--- src/rtl/axis_upsizer_n.sv ---
// axis_upsizer_n: packs N W-bit AXI-Stream beats into one N*W-bit word; ports aclk/aresetn, in_t{data,last,valid,ready}, out_t{data,keep,last,valid,ready}
module axis_upsizer_n #(
  parameter int W         = 40,
  parameter int N         = 4,
  parameter int MSB_FIRST = 0
) (
  input  logic           aclk,
  input  logic           aresetn,
  input  logic [W-1:0]   in_tdata,
  input  logic           in_tlast,
  input  logic           in_tvalid,
  output logic           in_tready,
  output logic [N*W-1:0] out_tdata,
  output logic [N-1:0]   out_tkeep,
  output logic           out_tlast,
  output logic           out_tvalid,
  input  logic           out_tready
);
  localparam int CW = $clog2(N);
  localparam logic [CW-1:0] LAST = CW'(N - 1);
  logic [N*W-1:0] acc_data_q, acc_data_d, out_data_q, out_data_d, word_data;
  logic [N-1:0]   acc_keep_q, acc_keep_d, out_keep_q, out_keep_d, word_keep, kx;
  logic [CW-1:0]  cnt_q, cnt_d, lane;
  logic           acc_last_q, acc_last_d, out_last_q, out_last_d, out_valid_q, out_valid_d;
  logic           pend_q, pend_d;
  logic           slot_free, acc_in, load_pend, load_new, done, contig;
  always_comb begin
    slot_free   = !out_valid_q | out_tready;
    in_tready   = !pend_q | slot_free;
    acc_in      = in_tvalid & in_tready;
    load_pend   = pend_q & slot_free;
    lane        = (MSB_FIRST != 0) ? LAST - cnt_q : cnt_q;
    done        = acc_in & ((cnt_q == LAST) | in_tlast);
    load_new    = done & slot_free & !pend_q;
    // a departing pending word leaves an empty accumulator for this cycle's beat
    for (int k = 0; k < N; k++) begin
      word_data[k*W +: W] = (acc_in && lane == CW'(k)) ? in_tdata
                          : load_pend ? '0 : acc_data_q[k*W +: W];
      word_keep[k]        = (acc_in && lane == CW'(k)) | (!load_pend & acc_keep_q[k]);
    end
    acc_data_d  = load_new ? '0 : word_data;
    acc_keep_d  = load_new ? '0 : word_keep;
    acc_last_d  = done ? in_tlast : acc_last_q;
    cnt_d       = done ? '0 : acc_in ? cnt_q + CW'(1) : cnt_q;
    pend_d      = (pend_q & !slot_free) | (done & !load_new);
    out_data_d  = load_pend ? acc_data_q : load_new ? word_data : out_data_q;
    out_keep_d  = load_pend ? acc_keep_q : load_new ? word_keep : out_keep_q;
    out_last_d  = load_pend ? acc_last_q : load_new ? in_tlast : out_last_q;
    out_valid_d = load_pend | load_new | (out_valid_q & !out_tready);
    kx          = (MSB_FIRST != 0) ? ~out_keep_q : out_keep_q;
    contig      = ((kx + N'(1)) & kx) == '0;
  end
  always_ff @(posedge aclk or negedge aresetn) begin
    if (!aresetn) begin
      acc_data_q  <= '0;
      acc_keep_q  <= '0;
      acc_last_q  <= 1'b0;
      cnt_q       <= '0;
      pend_q      <= 1'b0;
      out_data_q  <= '0;
      out_keep_q  <= '0;
      out_last_q  <= 1'b0;
      out_valid_q <= 1'b0;
    end else begin
      acc_data_q  <= acc_data_d;
      acc_keep_q  <= acc_keep_d;
      acc_last_q  <= acc_last_d;
      cnt_q       <= cnt_d;
      pend_q      <= pend_d;
      out_data_q  <= out_data_d;
      out_keep_q  <= out_keep_d;
      out_last_q  <= out_last_d;
      out_valid_q <= out_valid_d;
    end
  end
  assign out_tdata  = out_data_q;
  assign out_tkeep  = out_keep_q;
  assign out_tlast  = out_last_q;
  assign out_tvalid = out_valid_q;
  a_hold:   assert property (@(posedge aclk) disable iff (!aresetn) out_tvalid && !out_tready |=> out_tvalid);
  a_stable: assert property (@(posedge aclk) disable iff (!aresetn)
                             out_tvalid && !out_tready |=> $stable(out_tdata) && $stable(out_tkeep));
  a_pend:   assert property (@(posedge aclk) disable iff (!aresetn) pend_q |-> out_tvalid);
  a_keep:   assert property (@(posedge aclk) disable iff (!aresetn) out_tvalid |-> out_tkeep != '0);
  a_contig: assert property (@(posedge aclk) disable iff (!aresetn) out_tvalid |-> contig);
endmodule

--- config.mk ---
export PLATFORM = sky130hd
export DESIGN_NAME = axis_upsizer_n
export DESIGN_NICKNAME = d
export VERILOG_FILES = /design/src/rtl/axis_upsizer_n.sv
export SDC_FILE = /design/constraint.sdc
export NUM_CORES = 1
export LEC_CHECK = 0
export CAP_MARGIN = 30
export CELL_PAD_IN_SITES_DETAIL_PLACEMENT = 1
export CELL_PAD_IN_SITES_GLOBAL_PLACEMENT = 2
export CORE_MARGIN = 1.5
export CORE_UTILIZATION = 37
export CTS_BUF_LIST = sky130_fd_sc_hd__clkbuf_8 sky130_fd_sc_hd__clkbuf_16
export CTS_CLUSTER_SIZE = 12
export DETAILED_ROUTE_END_ITERATION = 10
export PLACE_DENSITY_LB_ADDON = 0.1
export SETUP_SLACK_MARGIN = 0.2
export SLEW_MARGIN = 30
export SYNTH_ARGS = -nofsm -noshare
export SYNTH_HDL_FRONTEND = slang
export SYNTH_SLANG_ARGS = --single-unit
--- constraint.sdc ---
create_clock -name aclk -period 4.4 [get_ports aclk]
set_clock_uncertainty 0.1 [all_clocks]
set_input_delay 0.66 -clock aclk [delete_from_list [all_inputs] [get_ports aclk]]
set_output_delay 0.66 -clock aclk [all_outputs]
set_load 0.005 [all_outputs]
**Yosys cells after proc, flatten, opt, wreduce, memory -nomap -nowiden**

Index checks and enable logic that the tools add are counted.

- Bitwise operators: 22
- $add $sub $neg: 1
- Reduce and logical (&&, ||, !) cells: 13
- Multiplexer cells: 18
- Equality and inequality tests: 3

Operators by type and width:

| operator | count |
|---|---|
| 160-bit 2-to-1 mux | 3 |
| 40-bit 2-to-1 mux | 8 |
| 1-bit bitwise AND | 12 |
| 4-bit 2-to-1 mux | 3 |
| 1-bit OR | 10 |
| 1-bit logical NOT | 6 |
| 2-bit == test, second input constant | 2 |
| 1-bit logical AND | 4 |
| 2-bit 2-to-1 mux | 2 |
| 2-bit nonzero test | 2 |
| 2-bit by 1-bit adder with 2-bit output, second input constant | 1 |
| 2-bit by 1-bit == test with 1-bit output, second input constant | 1 |
| 2-bit logical NOT | 1 |
| 1-bit 2-to-1 mux | 2 |

- Output and inout port bits: 167
- Flip-flop bits (word level): 334

**Depth between registers and ports, before layout**

Gate-level depths: netlist of the first run.

- Depth after elaboration: 10
- Depth in mapped cells: 9
- Depth with buffers taken out: 5

**Least setup slack after synthesis of the first run**

Ideal clock, no wire load.

- Path kind: input to register
- Start: input port in_tvalid
- End: register acc_data_q[100]
- Slack: 2491 ps
- Setup time: 123 ps
- Arrival time: 1686 ps
- Path buffers: 4
- Data required time: 4177 ps
- Stages on the path: 8
- Cell sequence: buf_2 nor2b_1 buf_4 nand2_1 nor2_4 buf_6 buf_2 a21oi_1

- Cells in the longest elaborated chain, start to end: 5
- Elaborated cells between the ends (all ways): 7
- Classes of those cells: mux: 2; bitwise: 4; reduce/logical: 1

Ends and longest elaborated chain:

| item | RTL line | text |
|---|---|---|
| from (decl) | 11 | `input logic in_tvalid,` |
| 1-bit bitwise AND * | 30 | `acc_in = in_tvalid & in_tready;` |
| 1-bit bitwise AND | 33 | `done = acc_in & ((cnt_q == LAST) \| in_tlast);` |
| 1-bit bitwise AND (2 in series) | 34 | `load_new = done & slot_free & !pend_q;` |
| 160-bit 2-to-1 mux * | 41 | `acc_data_d = load_new ? '0 : word_data;` |
| named net acc_data_d[100] | 21 | `logic [N*W-1:0] acc_data_q, acc_data_d, out_data_q, out_data_d, word_data;` |
| to (signal assigned) | 65 | `acc_data_q <= acc_data_d;` |
| to (decl) | 21 |  |

Mark *: on every way through the listed nets, which the timed path passes. The rest lies on a longest branch.
A chain may end at the register's enable or synchronous reset.

**Worst setup path after layout of the first run**

- Start: input port out_tready
- End: output port in_tready

- Cells in the longest elaborated chain, start to end: 2

Ends and longest elaborated chain:

| item | RTL line | text |
|---|---|---|
| from (decl) | 17 | `input logic out_tready` |
| 1-bit OR | 28 | `slot_free = !out_valid_q \| out_tready;` |
| 1-bit OR | 29 | `in_tready = !pend_q \| slot_free;` |
| to (decl) | 12 | `output logic in_tready,` |

Every way passes these cells.

==> results.txt, run 1 <==
After floorplanning, the core was sized to cover 39,000 um^2. The internal power summed over all cells is 0.00708 W. The worst hold slack is 0.0744 ns. After synthesis the cells add up to 14,800 um^2. The number of register bits inferred by synthesis is ~330. The proportion of total power due to net switching came out at 0.295. The logic depth of the worst register-to-register path came out at 5. The number of design rule violations left after detail routing is 0. The number of port buffers is 211. The critical path starts at out_tready. After global routing, the most crowded layer is met2. Adding up every negative setup slack in the final design gives 0 ns. The largest incremental delay on the critical path is between 0.7 and 0.8 ns. The worst-path maximum fanout came out at 11. The final wirelength came out at ~44,000 um. Setup repair after global routing left no endpoint under its margin. STA classifies the critical path startpoint as an input pin. The worst ir drop on vdd is 255 uV. The number of global-route vias before repair is 12,000.

The power density over the cells came out at ~550 nW/um^2. In this run, CTS created clock tree buffers numbering 40. After detailed routing, the number of vias per cell comes to 5.25. The largest net degree at the start of global routing came out at 167.

The number of detailed-route iterations in the first pass is 5. The number of fill cells in the layout is 4,305. The leakage component of the power is between 8 and 9 nW.

The post-route standard cell area excluding fillers came out at 18,300 um^2. The overall global routing resource usage came out at 0.217. The fraction of met3 tracks used by global routing is 0.0342. The share of the clock period used by the worst path after layout came out at 0.700.

The part of the power in combinational logic is 0.248. The last weighted congestion value of the routability-driven placer is 0.737. The relative max-transition margin came out at 0.363. The kind of critical path is in2out. The number of gates resized after CTS came out at 0. The worst path in the final design needs a cycle of 3.08 ns, including I/O delays and setup.

The global route total overflow is 0. The cell with the most instances on the worst path is sky130_fd_sc_hd__clkdlybuf4s50_1. The share of the core filled with cells in the final layout is 0.469. The share of layout cells above drive strength 1 is 0.0586. The startpoint of the worst-slack reg-to-reg timing path is pend_q. The post-synthesis sequential area ratio came out at 0.567. The largest individual stage delay along the critical path comes from the cell sky130_fd_sc_hd__clkdlybuf4s50_1. Prior to clock tree synthesis, the placed netlist has a worst setup slack of 1.15 ns. The initialized floorplan defines slightly above 70 standard-cell rows. The synthesized area divided by synthesized cell count is 9.69 um^2. The met2 demand-to-capacity share in global routing is 0.360. The count of H-tree levels built during CTS came out at 2. The worst-case clock buffer depth is 3. Yosys mapped the design onto 28 distinct sky130hd cell types.

The worst setup path is captured at an output pin. The clock slew seen by the registers of the worst setup and hold paths came out at 0.05 ns. The final setup violation count came out at 0. The critical path goes through clkdlybuf4s50_1 -> nand3b_1 -> clkdlybuf4s50_1. The clock latency on the worst-skew pair is 0.53 ns. The critical path data required time is 3.64 ns. The number of nets at the end of the flow came out at 1,676. The post-detailed-route count of antenna-violating nets is 0. In this design, the largest share of critical-path delay is due to buffers and inverters. The flow ran to the end, and the final reports show no timing, DRC or antenna violations.

At the pin with the least slew margin, the transition time is around 0.96 ns. The I/O pin total came out at 212. The least setup slack across all paths after layout came out at 1.32 ns. TritonCTS built the clock tree.

Detailed placement ended at an HPWL of 25,900 um. The number of antenna diodes in the final layout is 0. The number of DRC markers in iteration 0 is 613.

The area growth from synthesis to layout came out at 24.1%. The global-route met1 utilization came out at 0.302. The number of nets in the synthesized netlist came out at 1,571. The count of yosys warnings during synthesis is 0. The wire length of the first global-routing pass is 70,500 um. The count of buffering cells on the critical path with inverters included is 2. The worst hold path belongs to the class in2async. The highest attainable clock frequency is around 320 MHz.

The final-report max-slew violation count came out at 0. Clock tree synthesis found a total of 334 sinks. The width of the die came out at 203 um. The placed standard-cell area came out at 17,000 um^2.

After detailed routing, the average wire length per cell comes to 20.4 um. The arrival time at the worst endpoint came out at 2.32 ns. The tree is rooted in a sky130_fd_sc_hd__clkbuf_16. The net switching power came out at ~0.0030 W. After clock tree synthesis, the flow added hold-fix buffers numbering 0. The relative contribution of the clock network to total power is 0.332. In this run the critical register-to-register path is captured at acc_data_q[44]. The worst reg-to-reg setup slack is 1.74 ns. The final count of hold timing violations came out at 0. The height of the die is 203 um.

The overall die area is 41,100 um^2. Of the total power, registers draw 0.421. The setup fix buffers added after clock tree synthesis is 0.

The post-synthesis cell count is between 1,500 and 2,000. The effective utilization at floorplan came out at 0.378. The count of maximum capacitance violations came out at 0.

The initial antenna violation count is 1. The detailed router placed ~11,000 vias in this run.
==> final cells by class <==
class                      count  area [um^2]  area share
multi-input combinational   1019         5640       0.308
clock inverter                15          115     0.00629
sequential                   334         8360       0.456
timing repair buffer         230         2320       0.127
inverter                       2         7.51    0.000410
clock buffer                  55         1220      0.0665
tap                          518          648      0.0354
==> worst max path at each step <==
stage	endpoint	slack [ns]	cells past startpoint
final	in_tready	1.32	3
after global routing	in_tready	1.25	3
after CTS	in_tready	1.36	3
after detailed placement	acc_data_q[40]	1.15	6
after global placement	acc_data_q[17]	1.26	7
after floorplan	acc_data_q[100]	2.49	8
==> through the flow <==
step | instances | power, W
finish | 2173 | 0.0100
global route | 2173 | 0.0106
CTS | 2173 | 0.0102
detailed placement | 2103 | 0.00681
global placement | 2103 | 0.00674
floorplan | 1522 | 0.00536
==> sequential cells by signal, indices dropped and copies added (netlist names) <==
signal / cells
acc_last_q: 1
cnt_q: 2
acc_keep_q: 4
pend_q: 1
out_tkeep: 4
out_tdata: 160
acc_data_q: 160
out_tlast: 1
out_tvalid: 1
==> power by group through the flow <==
stage	Sequential, W	Combinational (W)	Clock [W]
final	0.00422	0.00249	0.00333
after CTS	0.00424	0.00254	0.00341
after detailed placement	0.00428	0.00253	0
after floorplan	0.00418	0.00118	0
after global placement	0.00427	0.00247	0
after global routing	0.00432	0.00277	0.00352
==> worst register-to-register path: cells and delay by family (launching register included) <==
kind	cells	cell delay, ns
AND/OR/NAND/NOR	3	1.34
flip-flops	1	0.52
buffers and inverters	1	0.50
AO/OA/AOI/OAI	1	0.07
==> cell usage after synthesis, drive strengths merged <==
master  instances  share of area
a21o            1        0.00051
a21oi         167          0.057
a32o            1        0.00068
and3            4         0.0017
buf            89          0.036
clkbuf         78          0.021
dfrtp         334           0.57
ha              4         0.0034
inv             2        0.00051
maj3            1        0.00068
mux2i         161           0.11
nand2         336          0.086
nand2b          1        0.00042
nand3         164          0.056
nand3b          1        0.00051
nor2            5         0.0018
nor2b           2        0.00085
nor4            1        0.00042
o21a            1        0.00051
o21ai         168          0.058
or3             1        0.00042
==> logic make-up (layout without fill, tap and decap cells) <==
logic type | count (synthesis) | count (layout) | synth area share
compound gates | 338 | 338 | 0.116
fa+ha+maj | 5 | 5 | 0.00407
buf+inv | 169 | 302 | 0.0567
flops | 334 | 334 | 0.567
mux | 161 | 161 | 0.109
simple gates | 515 | 515 | 0.147
==> layout by cell type (no fill, tap or decap), drive strengths merged, types with 2 or more instances in the layout <==
cell	instances
bufinv	2
clkdlybuf4s50	210
nor2b	2
a21oi	167
clkbuf	55
and3	4
buf	20
mux2i	161
clkinv	5
nand2	336
nand3	164
nor2	5
dfrtp	334
ha	4
inv	10
o21ai	168
==> routing by layer <==
| metal | vias to the layer above | routed length [um] | part of all wire |
|---|---|---|---|
| met4 | 2 | 641 | 0.014 |
| met5 | - | 10 | 0.00023 |
| met1 | 5802 | 21000 | 0.47 |
| met2 | 196 | 21100 | 0.48 |
| li1 | 5359 | - | - |
| met3 | 44 | 1660 | 0.037 |
No activity file was read; power rests on OpenSTA's default activity.
==> run 2: changes to the inputs <==
--- a/config.mk
+++ b/config.mk
@@ -9,7 +9,7 @@
 export CELL_PAD_IN_SITES_DETAIL_PLACEMENT = 1
 export CELL_PAD_IN_SITES_GLOBAL_PLACEMENT = 2
 export CORE_MARGIN = 1.5
-export CORE_UTILIZATION = 37
+export CORE_UTILIZATION = 34
 export CTS_BUF_LIST = sky130_fd_sc_hd__clkbuf_8 sky130_fd_sc_hd__clkbuf_16
 export CTS_CLUSTER_SIZE = 12
 export DETAILED_ROUTE_END_ITERATION = 10
==> constraint.sdc (replaced) <==
create_clock -name aclk -period 3 [get_ports aclk]
set_clock_uncertainty 0.1 [all_clocks]
set_input_delay 0.45 -clock aclk [delete_from_list [all_inputs] [get_ports aclk]]
set_output_delay 0.45 -clock aclk [all_outputs]
set_load 0.005 [all_outputs]
==> run 2 against run 1 <==
Effect of this change:
- wire length up 2.5%
- via count rose by 0.54%
- register-to-register slack got worse by 1.0 ns
==> results.txt, run 2 (synthesized netlist as in run 1, its figures left out) <==
The internal power summed over all cells came out at 0.0102 W. The width of the die came out at about 210 um. Of the available clock period, the critical path in the final layout requires 0.894. Entering global routing, the biggest net connects 132 pins. At the end of routability-driven placement, the weighted congestion stood at 0.745. The region available for standard cell placement spans 43,000 um^2. The critical path data required time came out at 2.45 ns. The count of buffering cells on the critical path with inverters included came out at 1.

The setup fix buffers added after clock tree synthesis came out at 0. The fraction of met3 tracks used by global routing came out at 0.0348. Summed over all cells, the static leakage comes to 8.83 nW. For this configuration, the core starts out at a cell density of 0.343. The final setup violation count came out at 0. The arrival time at the worst endpoint came out at ~2.1 ns. The overall global routing resource usage is 0.208.

The via count of the routed design is roughly 11,000. The number of core rows is 76. The number of global-route vias before repair came to 12,000. The run finished with clean final reports.

Timing would allow up to 373 MHz. The worst hold slack came out at 0.367 ns. The I/O pin total came out at about 210. The total negative setup slack came out at 0 ns. The initial antenna violation count came out at 0. The startpoint of the worst-slack reg-to-reg timing path is pend_q.

TritonCTS created 39 clock buffers. In this run the worst hold path is classified as in2async. The die is 211 um tall.

For met1 alone, demand over resource in global routing was 0.294. The area growth from synthesis to layout came out at 26.7%. The share of layout cells above drive strength 1 came out at 0.0703. The power density over the cells is 781 nW/um^2.

The library cells used most frequently in the layout, excluding fill and tap cells, are sky130_fd_sc_hd__dfrtp_1 (334), sky130_fd_sc_hd__nand2_1 (331), sky130_fd_sc_hd__clkdlybuf4s50_1 (210). The slowest library cell on the worst path is sky130_fd_sc_hd__clkdlybuf4s50_1. The number of port buffers is approximately 210. The routed wirelength normalized by instance count came out at 20.1 um. The final count of hold timing violations came out at 0. The count of H-tree levels built during CTS is 2. The cell chosen for the clock root is sky130_fd_sc_hd__clkbuf_16. The clock latency on the worst-skew pair came out at 0.55 ns.

The routed design has between 40,000 and 50,000 um of wire. The total inserted antenna cells is 0. In this run the worst path has a maximum fanout of 11. The floorplan step defined a die boundary enclosing 44,600 um^2.

The final-report max-slew violation count is 0. The worst-case clock buffer depth came out at 3. The ratio of routed vias to standard cells came out at between 5 and 6. The met2 demand-to-capacity share in global routing came out at 0.335.

TritonCTS built the clock tree. The origin of the worst setup path is pend_q. The logic depth of the worst register-to-register path is 5.

The number of clock sinks seen by CTS came out at 334. The HPWL after detailed placement came out at 29,200 um. The critical path is of the reg2out type. The net switching power is around 0.0044 W. STA classifies the critical path startpoint as a register. The number of DRC markers in iteration 0 came out at 520. The number of gates resized after CTS came out at 0. Traced cell by cell, the critical path runs through nand3b_1 -> clkdlybuf4s50_1. The number of fill cells in the layout is 4,830.

The share of the core filled with cells in the final layout is 0.435. After the last flow step, the layout net total stands at 1,704. Across all register-to-register paths, the minimum setup slack is 0.73 ns. The worst ir drop on vdd came out at 376 uV. The largest incremental delay on the critical path is 0.62 ns. The number of detailed-route iterations in the first pass came out at 5. The number of design rule violations left after detail routing is 0. The library cell used most frequently in the layout, excluding fill and tap cells, is sky130_fd_sc_hd__dfrtp_1.

The global route total overflow came out at 0. The count of cell instances traversed by the critical path came out at 2. The count of maximum capacitance violations is 0.

The part of the power in combinational logic came out at 0.257. The wire length of the first global-routing pass came out at 72,200 um. The shortest period the worst path allows is ~2.7 ns. The post-detailed-route count of antenna-violating nets is 0.

Setup repair after global routing left no endpoint under its margin. The worst setup path is captured at an output pin. After clock tree synthesis, the clock-pin slew on the worst setup and hold paths is 0.06 ns.

The global routing stage identified its most utilized layer as met2. The sequential power share came out at 0.425. Of the total power, the share spent switching nets is 0.299.

The relative contribution of the clock network to total power came out at 0.318. The cell family contributing the most delay on the critical path is buffers and inverters. The relative max-transition margin is 0.538. The transition at the pin with the smallest max-transition slack came out at ~0.7 ns.
-- run 2: final cells by class --
type / instances / area, um^2 / share of cell area
repair buffers: 259 / 2730 / 0.146
flip-flops and latches: 334 / 8360 / 0.447
multi-input cells: 1019 / 5620 / 0.301
inverters: 2 / 7.51 / 0.000402
clock inverters: 12 / 47.5 / 0.00254
clock buffers: 53 / 1190 / 0.0637
well taps: 585 / 732 / 0.0392
-- run 2: metal layers --
layer | routed length (um) | vias to the layer above
li1 | - | 5410
met2 | 21500 | 197
met1 | 21300 | 5809
met4 | 863 | 0
met3 | 1800 | 49
met5 | 0 | -
-- run 2: metrics by stage --
| stage | setup slack [ns] | power [W] | area, um^2 | std cells |
|---|---|---|---|---|
| 2_1_floorplan | 1.11 | 0.00787 | 14800 | 1522 |
| 3_5_place_dp | 0.312 | 0.0101 | 17400 | 2198 |
| 6_report | 0.317 | 0.0146 | 18700 | 2264 |
| 5_1_grt | 0.240 | 0.0155 | 18700 | 2264 |
| 4_1_cts | 0.311 | 0.0149 | 18700 | 2264 |
| 3_3_place_gp | 0.346 | 0.0100 | 17400 | 2198 |
-- run 2: repair_timing --
action / CTS / global route
endpoints found under the hold margin: 67 / 0
setup endpoints to repair: 0 / 0
hold buffers: 1 / 0
-- run 2: power by group through the flow --
stage / registers [W] / clock network [W] / logic (W)
floorplan: 0.00614 / 0 / 0.00173
global placement: 0.00628 / 0 / 0.00375
detailed placement: 0.00630 / 0 / 0.00383
CTS: 0.00623 / 0.00479 / 0.00384
global route: 0.00634 / 0.00495 / 0.00420
finish: 0.00620 / 0.00463 / 0.00375
-- run 2: path summary, 6_finish.rpt --
path                             endpoint
max reg2reg                acc_data_q[49]
min                        out_tdata[147]
max                             in_tready
min reg2reg                 out_tdata[96]
max in group asynchronous  acc_data_q[44]
min in group aclk           out_tdata[96]
